$ cat src/rtl/i2c_pkg.sv
// i2c_pkg: shared definitions for the I2C target register bank.
//   - i2c_state_e   : target protocol state enumeration
//   - I2C_ACK/NACK  : level of the acknowledge bit on the bus
//   - SDA_DRIVE_LOW / SDA_RELEASE : open-drain enable encoding (shared with the master)
package i2c_pkg;

  typedef enum logic [3:0] {
    ST_IDLE,
    ST_RX_ADDR,
    ST_ADDR_ACK,
    ST_RX_OFFSET,
    ST_OFFSET_ACK,
    ST_RX_DATA,
    ST_DATA_ACK,
    ST_TX_DATA,
    ST_TX_ACK,
    ST_IGNORE
  } i2c_state_e;

  localparam logic I2C_ACK  = 1'b0;
  localparam logic I2C_NACK = 1'b1;

  localparam logic SDA_DRIVE_LOW = 1'b0;
  localparam logic SDA_RELEASE   = 1'b1;

endpackage

$ cat src/rtl/i2c_line_filter.sv
// i2c_line_filter: conditions one raw bus line.
//   2-FF synchroniser, then a stability filter that only moves the filtered
//   level after FILTER_LEN consecutive samples disagree with it, then edge
//   detect. Total latency raw -> o_level is 2+FILTER_LEN cycles; the edge
//   pulses are aligned with the cycle the filtered level changes.
// Ports:
//   i_clk, i_rst_n : clock, asynchronous active-low reset
//   i_raw          : raw asynchronous line
//   o_level        : filtered level (resets to 1, idle bus)
//   o_rise, o_fall : one-cycle pulses on filtered level changes
module i2c_line_filter #(
  parameter int unsigned FILTER_LEN = 3
) (
  input  logic i_clk,
  input  logic i_rst_n,
  input  logic i_raw,
  output logic o_level,
  output logic o_rise,
  output logic o_fall
);

  localparam int unsigned CW = (FILTER_LEN > 1) ? $clog2(FILTER_LEN) : 1;

  logic          r_sync1;
  logic          r_sync2;
  logic          r_level;
  logic          r_rise;
  logic          r_fall;
  logic [CW-1:0] r_cnt;

  always_ff @(posedge i_clk or negedge i_rst_n) begin
    if (!i_rst_n) begin
      r_sync1 <= 1'b1;
      r_sync2 <= 1'b1;
      r_level <= 1'b1;
      r_rise  <= 1'b0;
      r_fall  <= 1'b0;
      r_cnt   <= '0;
    end else begin
      r_sync1 <= i_raw;
      r_sync2 <= r_sync1;
      r_rise  <= 1'b0;
      r_fall  <= 1'b0;
      // r_cnt counts how many consecutive samples already disagreed; any
      // agreeing sample restarts the count, so short glitches never pass.
      if (r_sync2 == r_level) begin
        r_cnt <= '0;
      end else if (r_cnt == CW'(FILTER_LEN - 1)) begin
        r_level <= r_sync2;
        r_rise  <= r_sync2;
        r_fall  <= ~r_sync2;
        r_cnt   <= '0;
      end else begin
        r_cnt <= r_cnt + CW'(1);
      end
    end
  end

  assign o_level = r_level;
  assign o_rise  = r_rise;
  assign o_fall  = r_fall;

endmodule

$ cat src/rtl/i2c_slave_regfile.sv
// i2c_slave_regfile: I2C target emulating a redriver register bank.
//   Matches SLAVE_ADDR, latches a 1-byte offset, then burst write or burst
//   read with an auto-incrementing, wrapping pointer. No clock stretching.
// Ports:
//   iClk, iRstn   : system clock (>=10x SCL), asynchronous active-low reset
//   iSCL, iSDA    : raw bus lines
//   oSDAOE        : SDA enable, active low (0 drives low, 1 releases)
//   ivLocalAddr   : local read address
//   ovLocalData   : register[ivLocalAddr], 1-cycle latency
//   oWrStb        : one-cycle pulse per register written over I2C
//   ovWrAddr      : offset of the flagged write
//   ovWrData      : data of the flagged write
//   oBusy         : high from an address-matched START until STOP
module i2c_slave_regfile
  import i2c_pkg::*;
#(
  parameter logic [6:0]  SLAVE_ADDR = 7'h58,
  parameter int unsigned REG_DEPTH  = 64,
  parameter int unsigned FILTER_LEN = 3,
  parameter logic [7:0]  REG_RESET  = 8'h00,
  localparam int unsigned AW = (REG_DEPTH > 1) ? $clog2(REG_DEPTH) : 1
) (
  input  logic          iClk,
  input  logic          iRstn,
  input  logic          iSCL,
  input  logic          iSDA,
  output logic          oSDAOE,
  input  logic [AW-1:0] ivLocalAddr,
  output logic [7:0]    ovLocalData,
  output logic          oWrStb,
  output logic [AW-1:0] ovWrAddr,
  output logic [7:0]    ovWrData,
  output logic          oBusy
);

  logic w_scl;
  logic w_scl_rise;
  logic w_scl_fall;
  logic w_sda;
  logic w_sda_rise;
  logic w_sda_fall;

  i2c_line_filter #(.FILTER_LEN(FILTER_LEN)) u_scl_filt (
    .i_clk   (iClk),
    .i_rst_n (iRstn),
    .i_raw   (iSCL),
    .o_level (w_scl),
    .o_rise  (w_scl_rise),
    .o_fall  (w_scl_fall)
  );

  i2c_line_filter #(.FILTER_LEN(FILTER_LEN)) u_sda_filt (
    .i_clk   (iClk),
    .i_rst_n (iRstn),
    .i_raw   (iSDA),
    .o_level (w_sda),
    .o_rise  (w_sda_rise),
    .o_fall  (w_sda_fall)
  );

  // Both lines share the filter latency, so their relative timing is kept.
  logic w_start;
  logic w_stop;
  assign w_start = w_sda_fall & w_scl;
  assign w_stop  = w_sda_rise & w_scl;

  i2c_state_e    r_state;
  i2c_state_e    w_state_nxt;
  logic [3:0]    r_bitcnt;
  logic [3:0]    w_bitcnt_nxt;
  logic [7:0]    r_shift;
  logic [7:0]    w_shift_nxt;
  logic [AW-1:0] r_ptr;
  logic [AW-1:0] w_ptr_nxt;
  logic          r_rw;
  logic          w_rw_nxt;
  logic          r_sdaoe;
  logic          w_sdaoe_nxt;
  logic          r_busy;
  logic          w_busy_nxt;
  logic          w_wr_en;

  logic [7:0]    r_regs [REG_DEPTH];
  logic [7:0]    w_rd_byte;
  logic [AW-1:0] w_ptr_inc;
  logic          w_rx_shift;
  logic          w_rx_done;

  logic          r_wrstb;
  logic [AW-1:0] r_wraddr;
  logic [7:0]    r_wrdata;
  logic [7:0]    r_localdata;

  assign w_rd_byte  = r_regs[r_ptr];
  assign w_ptr_inc  = (r_ptr == AW'(REG_DEPTH - 1)) ? '0 : r_ptr + AW'(1);
  // Receive states sample on SCL rise; the 8th bit is acted on at the
  // following SCL fall so the ACK is driven while SCL is low.
  assign w_rx_shift = w_scl_rise && (r_bitcnt != 4'd8);
  assign w_rx_done  = w_scl_fall && (r_bitcnt == 4'd8);

  always_ff @(posedge iClk or negedge iRstn) begin
    if (!iRstn) begin
      r_state  <= ST_IDLE;
      r_bitcnt <= '0;
      r_shift  <= '0;
      r_ptr    <= '0;
      r_rw     <= 1'b0;
      r_sdaoe  <= SDA_RELEASE;
      r_busy   <= 1'b0;
    end else begin
      r_state  <= w_state_nxt;
      r_bitcnt <= w_bitcnt_nxt;
      r_shift  <= w_shift_nxt;
      r_ptr    <= w_ptr_nxt;
      r_rw     <= w_rw_nxt;
      r_sdaoe  <= w_sdaoe_nxt;
      r_busy   <= w_busy_nxt;
    end
  end

  always_comb begin
    w_state_nxt  = r_state;
    w_bitcnt_nxt = r_bitcnt;
    w_shift_nxt  = r_shift;
    w_ptr_nxt    = r_ptr;
    w_rw_nxt     = r_rw;
    w_sdaoe_nxt  = r_sdaoe;
    w_busy_nxt   = r_busy;
    w_wr_en      = 1'b0;

    if (w_stop) begin
      w_state_nxt = ST_IDLE;
      w_sdaoe_nxt = SDA_RELEASE;
      w_busy_nxt  = 1'b0;
    end else if (w_start) begin
      // Covers repeated START too; the pointer is deliberately kept.
      w_state_nxt  = ST_RX_ADDR;
      w_bitcnt_nxt = '0;
      w_sdaoe_nxt  = SDA_RELEASE;
    end else begin
      unique case (r_state)
        ST_IDLE: ;

        ST_RX_ADDR: begin
          if (w_rx_shift) begin
            w_shift_nxt  = {r_shift[6:0], w_sda};
            w_bitcnt_nxt = r_bitcnt + 4'd1;
          end else if (w_rx_done) begin
            w_bitcnt_nxt = '0;
            if (r_shift[7:1] == SLAVE_ADDR) begin
              w_state_nxt = ST_ADDR_ACK;
              w_sdaoe_nxt = SDA_DRIVE_LOW;
              w_busy_nxt  = 1'b1;
              w_rw_nxt    = r_shift[0];
              if (r_shift[0]) w_shift_nxt = w_rd_byte;
            end else begin
              w_state_nxt = ST_IGNORE;
              w_sdaoe_nxt = SDA_RELEASE;
            end
          end
        end

        ST_ADDR_ACK: begin
          if (w_scl_fall) begin
            if (r_rw) begin
              w_state_nxt  = ST_TX_DATA;
              w_sdaoe_nxt  = r_shift[7];
              w_shift_nxt  = {r_shift[6:0], 1'b0};
              w_bitcnt_nxt = 4'd1;
            end else begin
              w_state_nxt  = ST_RX_OFFSET;
              w_sdaoe_nxt  = SDA_RELEASE;
              w_bitcnt_nxt = '0;
            end
          end
        end

        ST_RX_OFFSET: begin
          if (w_rx_shift) begin
            w_shift_nxt  = {r_shift[6:0], w_sda};
            w_bitcnt_nxt = r_bitcnt + 4'd1;
          end else if (w_rx_done) begin
            w_bitcnt_nxt = '0;
            if (32'(r_shift) < REG_DEPTH) begin
              w_ptr_nxt   = AW'(r_shift);
              w_state_nxt = ST_OFFSET_ACK;
              w_sdaoe_nxt = SDA_DRIVE_LOW;
            end else begin
              w_state_nxt = ST_IGNORE;
              w_sdaoe_nxt = SDA_RELEASE;
            end
          end
        end

        ST_OFFSET_ACK, ST_DATA_ACK: begin
          if (w_scl_fall) begin
            w_state_nxt  = ST_RX_DATA;
            w_sdaoe_nxt  = SDA_RELEASE;
            w_bitcnt_nxt = '0;
          end
        end

        ST_RX_DATA: begin
          if (w_rx_shift) begin
            w_shift_nxt  = {r_shift[6:0], w_sda};
            w_bitcnt_nxt = r_bitcnt + 4'd1;
          end else if (w_rx_done) begin
            w_wr_en      = 1'b1;
            w_ptr_nxt    = w_ptr_inc;
            w_bitcnt_nxt = '0;
            w_state_nxt  = ST_DATA_ACK;
            w_sdaoe_nxt  = SDA_DRIVE_LOW;
          end
        end

        ST_TX_DATA: begin
          // r_bitcnt counts bits already placed on the bus.
          if (w_scl_fall) begin
            if (r_bitcnt == 4'd8) begin
              w_state_nxt = ST_TX_ACK;
              w_sdaoe_nxt = SDA_RELEASE;
              w_ptr_nxt   = w_ptr_inc;
            end else begin
              w_sdaoe_nxt  = r_shift[7];
              w_shift_nxt  = {r_shift[6:0], 1'b0};
              w_bitcnt_nxt = r_bitcnt + 4'd1;
            end
          end
        end

        ST_TX_ACK: begin
          // A NACK ends the read at the rise; a fall here implies an ACK.
          if (w_scl_rise && (w_sda == I2C_NACK)) begin
            w_state_nxt = ST_IGNORE;
          end else if (w_scl_fall) begin
            w_state_nxt  = ST_TX_DATA;
            w_sdaoe_nxt  = w_rd_byte[7];
            w_shift_nxt  = {w_rd_byte[6:0], 1'b0};
            w_bitcnt_nxt = 4'd1;
          end
        end

        ST_IGNORE: ;

        default: begin
          w_state_nxt = ST_IDLE;
          w_sdaoe_nxt = SDA_RELEASE;
        end
      endcase
    end
  end

  always_ff @(posedge iClk or negedge iRstn) begin
    if (!iRstn) begin
      for (int unsigned i = 0; i < REG_DEPTH; i++) r_regs[i] <= REG_RESET;
    end else if (w_wr_en) begin
      r_regs[r_ptr] <= r_shift;
    end
  end

  // Local read samples the array before this cycle's write lands, so a
  // same-cycle collision shows the old value first.
  always_ff @(posedge iClk or negedge iRstn) begin
    if (!iRstn) begin
      r_wrstb     <= 1'b0;
      r_wraddr    <= '0;
      r_wrdata    <= '0;
      r_localdata <= '0;
    end else begin
      r_wrstb     <= w_wr_en;
      r_localdata <= r_regs[ivLocalAddr];
      if (w_wr_en) begin
        r_wraddr <= r_ptr;
        r_wrdata <= r_shift;
      end
    end
  end

  assign oSDAOE      = r_sdaoe;
  assign oBusy       = r_busy;
  assign oWrStb      = r_wrstb;
  assign ovWrAddr    = r_wraddr;
  assign ovWrData    = r_wrdata;
  assign ovLocalData = r_localdata;

endmodule

$ cat config.mk
export PLATFORM = sky130hd
export DESIGN_NAME = i2c_slave_regfile
export DESIGN_NICKNAME = d
export VERILOG_FILES = /design/src/rtl/i2c_pkg.sv /design/src/rtl/i2c_line_filter.sv /design/src/rtl/i2c_slave_regfile.sv
export SDC_FILE = /design/constraint.sdc
export NUM_CORES = 1
export LEC_CHECK = 0
export BUFFER_PORTS_ARGS = -buffer_cell sky130_fd_sc_hd__buf_2
export CORE_UTILIZATION = 45
export CTS_CLUSTER_DIAMETER = 30
export DETAILED_ROUTE_END_ITERATION = 8
export SLEW_MARGIN = 10
export SYNTH_ARGS = -nofsm -noshare
export SYNTH_HDL_FRONTEND = slang
export SYNTH_SLANG_ARGS = --single-unit
$ cat constraint.sdc
create_clock -name iClk -period 2.71 [get_ports iClk]
set_input_delay 0.1355 -clock iClk [delete_from_list [all_inputs] [get_ports iClk]]
set_output_delay 0.1355 -clock iClk [all_outputs]
set_load 0.02 [all_outputs]
After elaboration in Yosys (flattened, before gate mapping):

Index checks and enable logic that the tools add are counted.

* add/subtract/negate cells: 4
* $lt $le $gt $ge: 4
* equal/unequal tests: 56
* mux-type cells: 100
* bitwise operators: 11
* reductions and logical operators: 25

Operator list (number)
* $bwmux W512: 1
* $mux W8: 16
* $mux W4: 25
* $bmux W8 S6: 2
* $demux W8 S6: 1
* $mux W6: 8
* $pmux W8 S5: 1
* $mux W1: 37
* $ne A4 B4 Y1 const B: 9
* $reduce_and A12 Y1: 3
* $pmux W4 S8: 1
* $ne A2 B2 Y1 const B: 10
* $pmux W4 S5: 1
* $pmux W6 S3: 1
* $eq A4 B3 Y1 const B: 4
* $ne A4 B3 Y1 const B: 4
* $ne A3 B3 Y1 const B: 5
* $ge A7 B7 Y1 const B: 2
* $not A6 Y7: 2
* $reduce_and A13 Y1: 1
* $eq A4 B4 Y1 const B: 3
* $ne A3 B2 Y1 const B: 4
* $ne A2 B1 Y1 const B: 5
* $reduce_and A10 Y1: 1
* 31 further kinds: 53

* bits in registers: 574
* bits of input ports: 10
* word-level logic and storage cells: 288

Depth between registers and ports, before layout:

* depth after elaboration: 9
* mapped depth: 12
* depth with buffers taken out: 9

By module:

A second synthesis with hierarchy kept.

* cells, all modules: 2299
* area, all modules: 30905.9 um^2

Modules (own cells, without submodules)
* i2c_slave_regfile: times used 1, cells an instance 2271, area an instance 30417.9 um^2, seq. area each 14014.7 um^2
* i2c_line_filter: times used 2, cells an instance 14, area an instance 244.0 um^2, seq. area each 178.9 um^2

Least setup slack after synthesis:

Ideal clock, no wire load.

* kind: register to register
* start point: reg r_bitcnt[0]
* end point: reg r_regs[10] (netlist bit)
* library setup time: 0.125 ns
* arrival time: 2.342 ns
* data required time: 2.585 ns
* slack: 0.244 ns
* cell stages (with the launch flop): 10
* path buffers: 1
* path through: dfrtp_1 inv_1 ha_1 nand3b_4 nor2_4 nand4_4 or3_1 buf_6 nor2_8 mux2_2

* longest elaborated chain between the ends: 7
* elaborated cells between the ends (all ways): 9

Ends and longest elaborated chain
* from (decl): RTL line i2c_slave_regfile.sv:69 `logic [3:0] r_bitcnt;`
* from (signal assigned): RTL line i2c_slave_regfile.sv:112 `r_bitcnt <= w_bitcnt_nxt;`
* $eq A4 B4 Y1: RTL line i2c_slave_regfile.sv:99 `assign w_rx_done = w_scl_fall && (r_bitcnt == 4'd8);`
* $logic_and A1 B1 Y1: RTL line i2c_slave_regfile.sv:99
* $mux W1: RTL line i2c_slave_regfile.sv:207 `end else if (w_rx_done) begin`
* $mux W1 (*): RTL line i2c_slave_regfile.sv:204 `if (w_rx_shift) begin`
* $mux W1 (*): RTL line i2c_slave_regfile.sv:141 `unique case (r_state)`
* $mux W1 (*): RTL line i2c_slave_regfile.sv:135 `end else if (w_start) begin`
* $mux W1 (*): RTL line i2c_slave_regfile.sv:131 `if (w_stop) begin`
* to (signal, indexed assignment): RTL line i2c_slave_regfile.sv:257 `r_regs[r_ptr] <= r_shift;`
* to (decl): RTL line i2c_slave_regfile.sv:83 `logic [7:0] r_regs [REG_DEPTH];`

Mark *: on every way between the ends. The rest lies on a longest branch, timed or not.
A chain may end at the register's enable or synchronous reset.

Worst setup path after layout:

* start point: reg r_ptr[0]
* end point: reg r_shift[3]

* longest elaborated chain between the ends: 9
* elaborated cells between the ends (all ways): 11

Ends and longest elaborated chain
* from (decl): RTL line i2c_slave_regfile.sv:73 `logic [AW-1:0] r_ptr;`
* from (signal assigned): RTL line i2c_slave_regfile.sv:114 `r_ptr <= w_ptr_nxt;`
* $not A6 Y7 (not written as such) (*): RTL line i2c_slave_regfile.sv:94 `assign w_rd_byte = r_regs[r_ptr];`
* $bmux W8 S6 (*): RTL line i2c_slave_regfile.sv:94
* $mux W8 (not written as such) (*) (2 in series): RTL line i2c_slave_regfile.sv:94
* $mux W8: RTL line i2c_slave_regfile.sv:155 `if (r_shift[0]) w_shift_nxt = w_rd_byte;`
* $mux W8: RTL line i2c_slave_regfile.sv:150 `if (r_shift[7:1] == SLAVE_ADDR) begin`
* $mux W8: RTL line i2c_slave_regfile.sv:148 `end else if (w_rx_done) begin`
* $mux W8: RTL line i2c_slave_regfile.sv:145 `if (w_rx_shift) begin`
* $pmux W8 S5 (*): RTL line i2c_slave_regfile.sv:141
* to (signal assigned): RTL line i2c_slave_regfile.sv:113 `r_shift <= w_shift_nxt;`
* to (decl): RTL line i2c_slave_regfile.sv:71 `logic [7:0] r_shift;`

Mark *: on every way between the ends. The rest lies on a longest branch, timed or not. The select of a mux whose other input is x is not followed.

==> flow_summary.toml <==
[pwr]
p_sw_uw = 6730
p_sw_share_pct = 24.5
ir_worst_vdd_mv = 0.580
internal_power_uw = 20700
p_leak_uw = 0.0176
cellPowerDensity_mw_per_mm2 = 705
combPwrFrac_pct = 6.4
p_seq_share_pct = 32.2
clkPwrFrac_pct = 61.4

[logic_synthesis]
synth_top_area_share_pct = 45.9
ys_warn_count = 0
ys_async_sr_fraction_pct = 100
synth_area_leader_cell = "dfrtp_1"
yosys-top-cells-area = "dfrtp_1 46%, mux4_2 20%, mux2_2 16%"
ys.flop_type = "dfrtp_1"
synthesis.area_sq_mm = 0.0309
ys_seq_elements = 574
syn_nets = 2193
yosysUniqueCellTypes = 83
avgSynthCellArea_sq_um = 14.2
syn_inst = 2180
yosysSeqAreaShare_pct = 46.5
synth-edff-count = 0

[sta]
setup_viol = 4
worst_pin_slew_ns = 0.882
fin_crit_sh_pct = 104
fin_hold_ws_ns = 0.0357
hold_violations = 0
setup_slack_ns = -0.101
finalClockSkew_ns = 0.0451
period_needed_ns = 2.81
slew_viol_final = 0
clock.fmax_mhz = 356
tns_ns = -0.228
rsz0062_at_grt = "true"
max-slew-margin-rel_pct = 41.2

[global_route]
track_usage_pct = 29.6
grt_max_degree = 72
grt_first_pass_wirelength_um = 151000
first_global_vias = 22300
overflow = 0
antenna_found_initial = 3

[placement]
dp_slack_ns = -0.242
numPortBuffers = 34
gp_congestion = 0.943
place_hpwl_um = 67500

[die]
row_count = 95
core_area_sq_mm = 0.0675
dieArea_sq_mm = 0.0697
io_pins = 35
dieHeight_um = 264
initial_core_util_pct = 45.8
die_x_um = 264

[worst_setup_path]
crit_path_end_kind = "flip-flop"
path_max_fanout = 6
reg2reg_depth = 12
reg2reg_to = "r_shift[3]$_DFFE_PN0P_"
critical_path_buf_inv_count = 5
rrSetupSlack_ns = -0.10
reg2reg_from = "r_ptr[0]$_DFFE_PN0P_"
path_delay_family = "multiplexers"
crit_type = "flip-flop to flip-flop"
cp.required_ns = 3.28
slowest_stage = "dfrtp_4"
crit_path_start_kind = "flip-flop"
path_cells = "buf_12 > buf_8 > buf_6 > mux4_2 > mux2i_1 > buf_4 > o211ai_1 > a211oi_2 > buf_4 > o21ai_0 > mux2i_1 > a21oi_1"
arrival_ns = 3.38
cpPeakStageDelay_ns = 0.55

[clock_network]
h-tree-depth = 4
clk_latency_ns = 0.72
numCtsBuffers = 137
cts_sinks = 574
cts_buffer_depth = 3
cts_root_buffer = "clkbuf_16"
path_clk_slew_ns = 0.04
cts_tree = "yes"

[route]
first_pass_iters = 6
via_count = 21700
drc_errors = 0
drt_iter0_drc = 2217
viasPerCell = 6.41
ant_nets = 0
wl_per_cell_um = 29.7
routed_wl_um = 101000

[layout]
most-common-layout-cells = "558 x dfrtp_1, 432 x mux2_2, 272 x mux4_2, 171 x nand2_1, 162 x buf_4"
fillers = 5237
fin_util_pct = 57.5
layout_commonest_cell = "dfrtp_1"
antenna_cells = 0
finalNetCount = 2418
drive_gt1_share_pct = 53.2
syn_to_final_growth_pct = 25.7

[job]
drv_cap = 0

[min_path]
min_path_type = "primary input to flip-flop"
holdPathStages = 2
hp-start = "ivLocalAddr[4]"
hold_end = "ovLocalData[4]$_DFF_PN0_"

[status]
violations = "setup timing"
status = "finished, violations left"
[what timing repair did]
| action | 4_1_cts | 5_1_grt |
|---|---|---|
| buffers inserted | 5 | 16 |
| gates cloned | 1 | 1 |
| hold buffers | 4 | 0 |
| gates resized for setup | 25 | 37 |
| hold endpoints to repair | 399 | 0 |
| setup endpoints to repair | 73 | 9 |
| pin swaps | 3 | 13 |
[metal layers]
metal	part of all wire [%]	track usage (%)	vias to the layer above
li1	-	-	8906
met1	42	40.0	11600
met2	48	46.1	907
met3	6.4	6.11	248
met4	4.3	13.3	4
met5	0.033	0	-
[synthesized netlist by cell type (11+ instances only)]
| cell type | number |
|---|---|
| dfrtp_1 | 567 |
| mux2_2 | 432 |
| mux4_2 | 272 |
| nand2_1 | 172 |
| o21ai_0 | 120 |
| clkbuf_1 | 90 |
| mux2i_1 | 63 |
| buf_2 | 50 |
| nand2_2 | 41 |
| nor2_1 | 31 |
| a21oi_1 | 30 |
| o22ai_1 | 26 |
| a22oi_1 | 21 |
| nand3_1 | 17 |
| buf_1 | 16 |
| nor2_8 | 16 |
| a211oi_1 | 13 |
| buf_6 | 13 |
| mux2_1 | 13 |
| inv_1 | 12 |
| nor3_1 | 11 |
[final cells by class]
type | count | area [sq um] | share of cell area [%]
well taps | 873 | 1090 | 2.81
clock buffers | 175 | 3780 | 9.74
flip-flops and latches | 574 | 14400 | 37.0
inverters | 13 | 48.8 | 0.126
multi-input cells | 1420 | 15900 | 40.9
repair buffers | 259 | 2640 | 6.78
clock inverters | 74 | 1000 | 2.58
[state kept, by name (all words and copies together), names as in the netlist, 4 cells and up]
| register | flops |
|---|---|
| ovWrData | 8 |
| ovLocalData | 8 |
| r_state | 4 |
| r_shift | 8 |
| r_bitcnt | 4 |
| r_ptr | 6 |
| r_regs | 512 |
| ovWrAddr | 6 |
[stage by stage]
stage,instances,power [uW],cell area [sq um]
2_1_floorplan,2180,9890,30900
3_3_place_gp,3113,10600,33500
3_5_place_dp,3113,10700,33500
4_1_cts,3372,27600,38500
5_1_grt,3388,28200,38900
6_report,3388,27400,38900
[kinds of logic after synthesis]
kind of cell    Yosys count  synth area share (%)
mux                     780                  38.1
xor+xnor                  2                0.0567
buf+inv                 186                  2.83
simple gates            369                  7.07
flops                   574                  46.5
compound gates          266                  5.35
fa+ha+maj                 3                 0.121
[power groups by stage]
stage,clock network [uW],registers (uW),logic (uW)
floorplan,0,8910,977
global placement,0,8940,1710
detailed placement,0,8950,1740
CTS,17000,8820,1750
global route,17500,8830,1880
finish,16800,8830,1750
[worst max-delay path by stage]
stage / startpoint / end / slack (ns) / depth (start not counted)
2_1_floorplan: r_bitcnt[0]$_DFFE_PN0P_ / r_regs[10]$_DFFE_PN0P_ / 0.24 / 9
3_3_place_gp: r_ptr[0]$_DFFE_PN0P_ / r_shift[1]$_DFFE_PN0P_ / -0.22 / 10
3_5_place_dp: r_bitcnt[1]$_DFFE_PN0P_ / r_regs[306]$_DFFE_PN0P_ / -0.24 / 9
4_1_cts: r_ptr[0]$_DFFE_PN0P_ / r_shift[4]$_DFFE_PN0P_ / -0.002 / 10
5_1_grt: r_ptr[0]$_DFFE_PN0P_ / r_shift[4]$_DFFE_PN0P_ / -0.10 / 12
6_report: r_ptr[0]$_DFFE_PN0P_ / r_shift[3]$_DFFE_PN0P_ / -0.10 / 12
(Power assumes the default switching activity.)
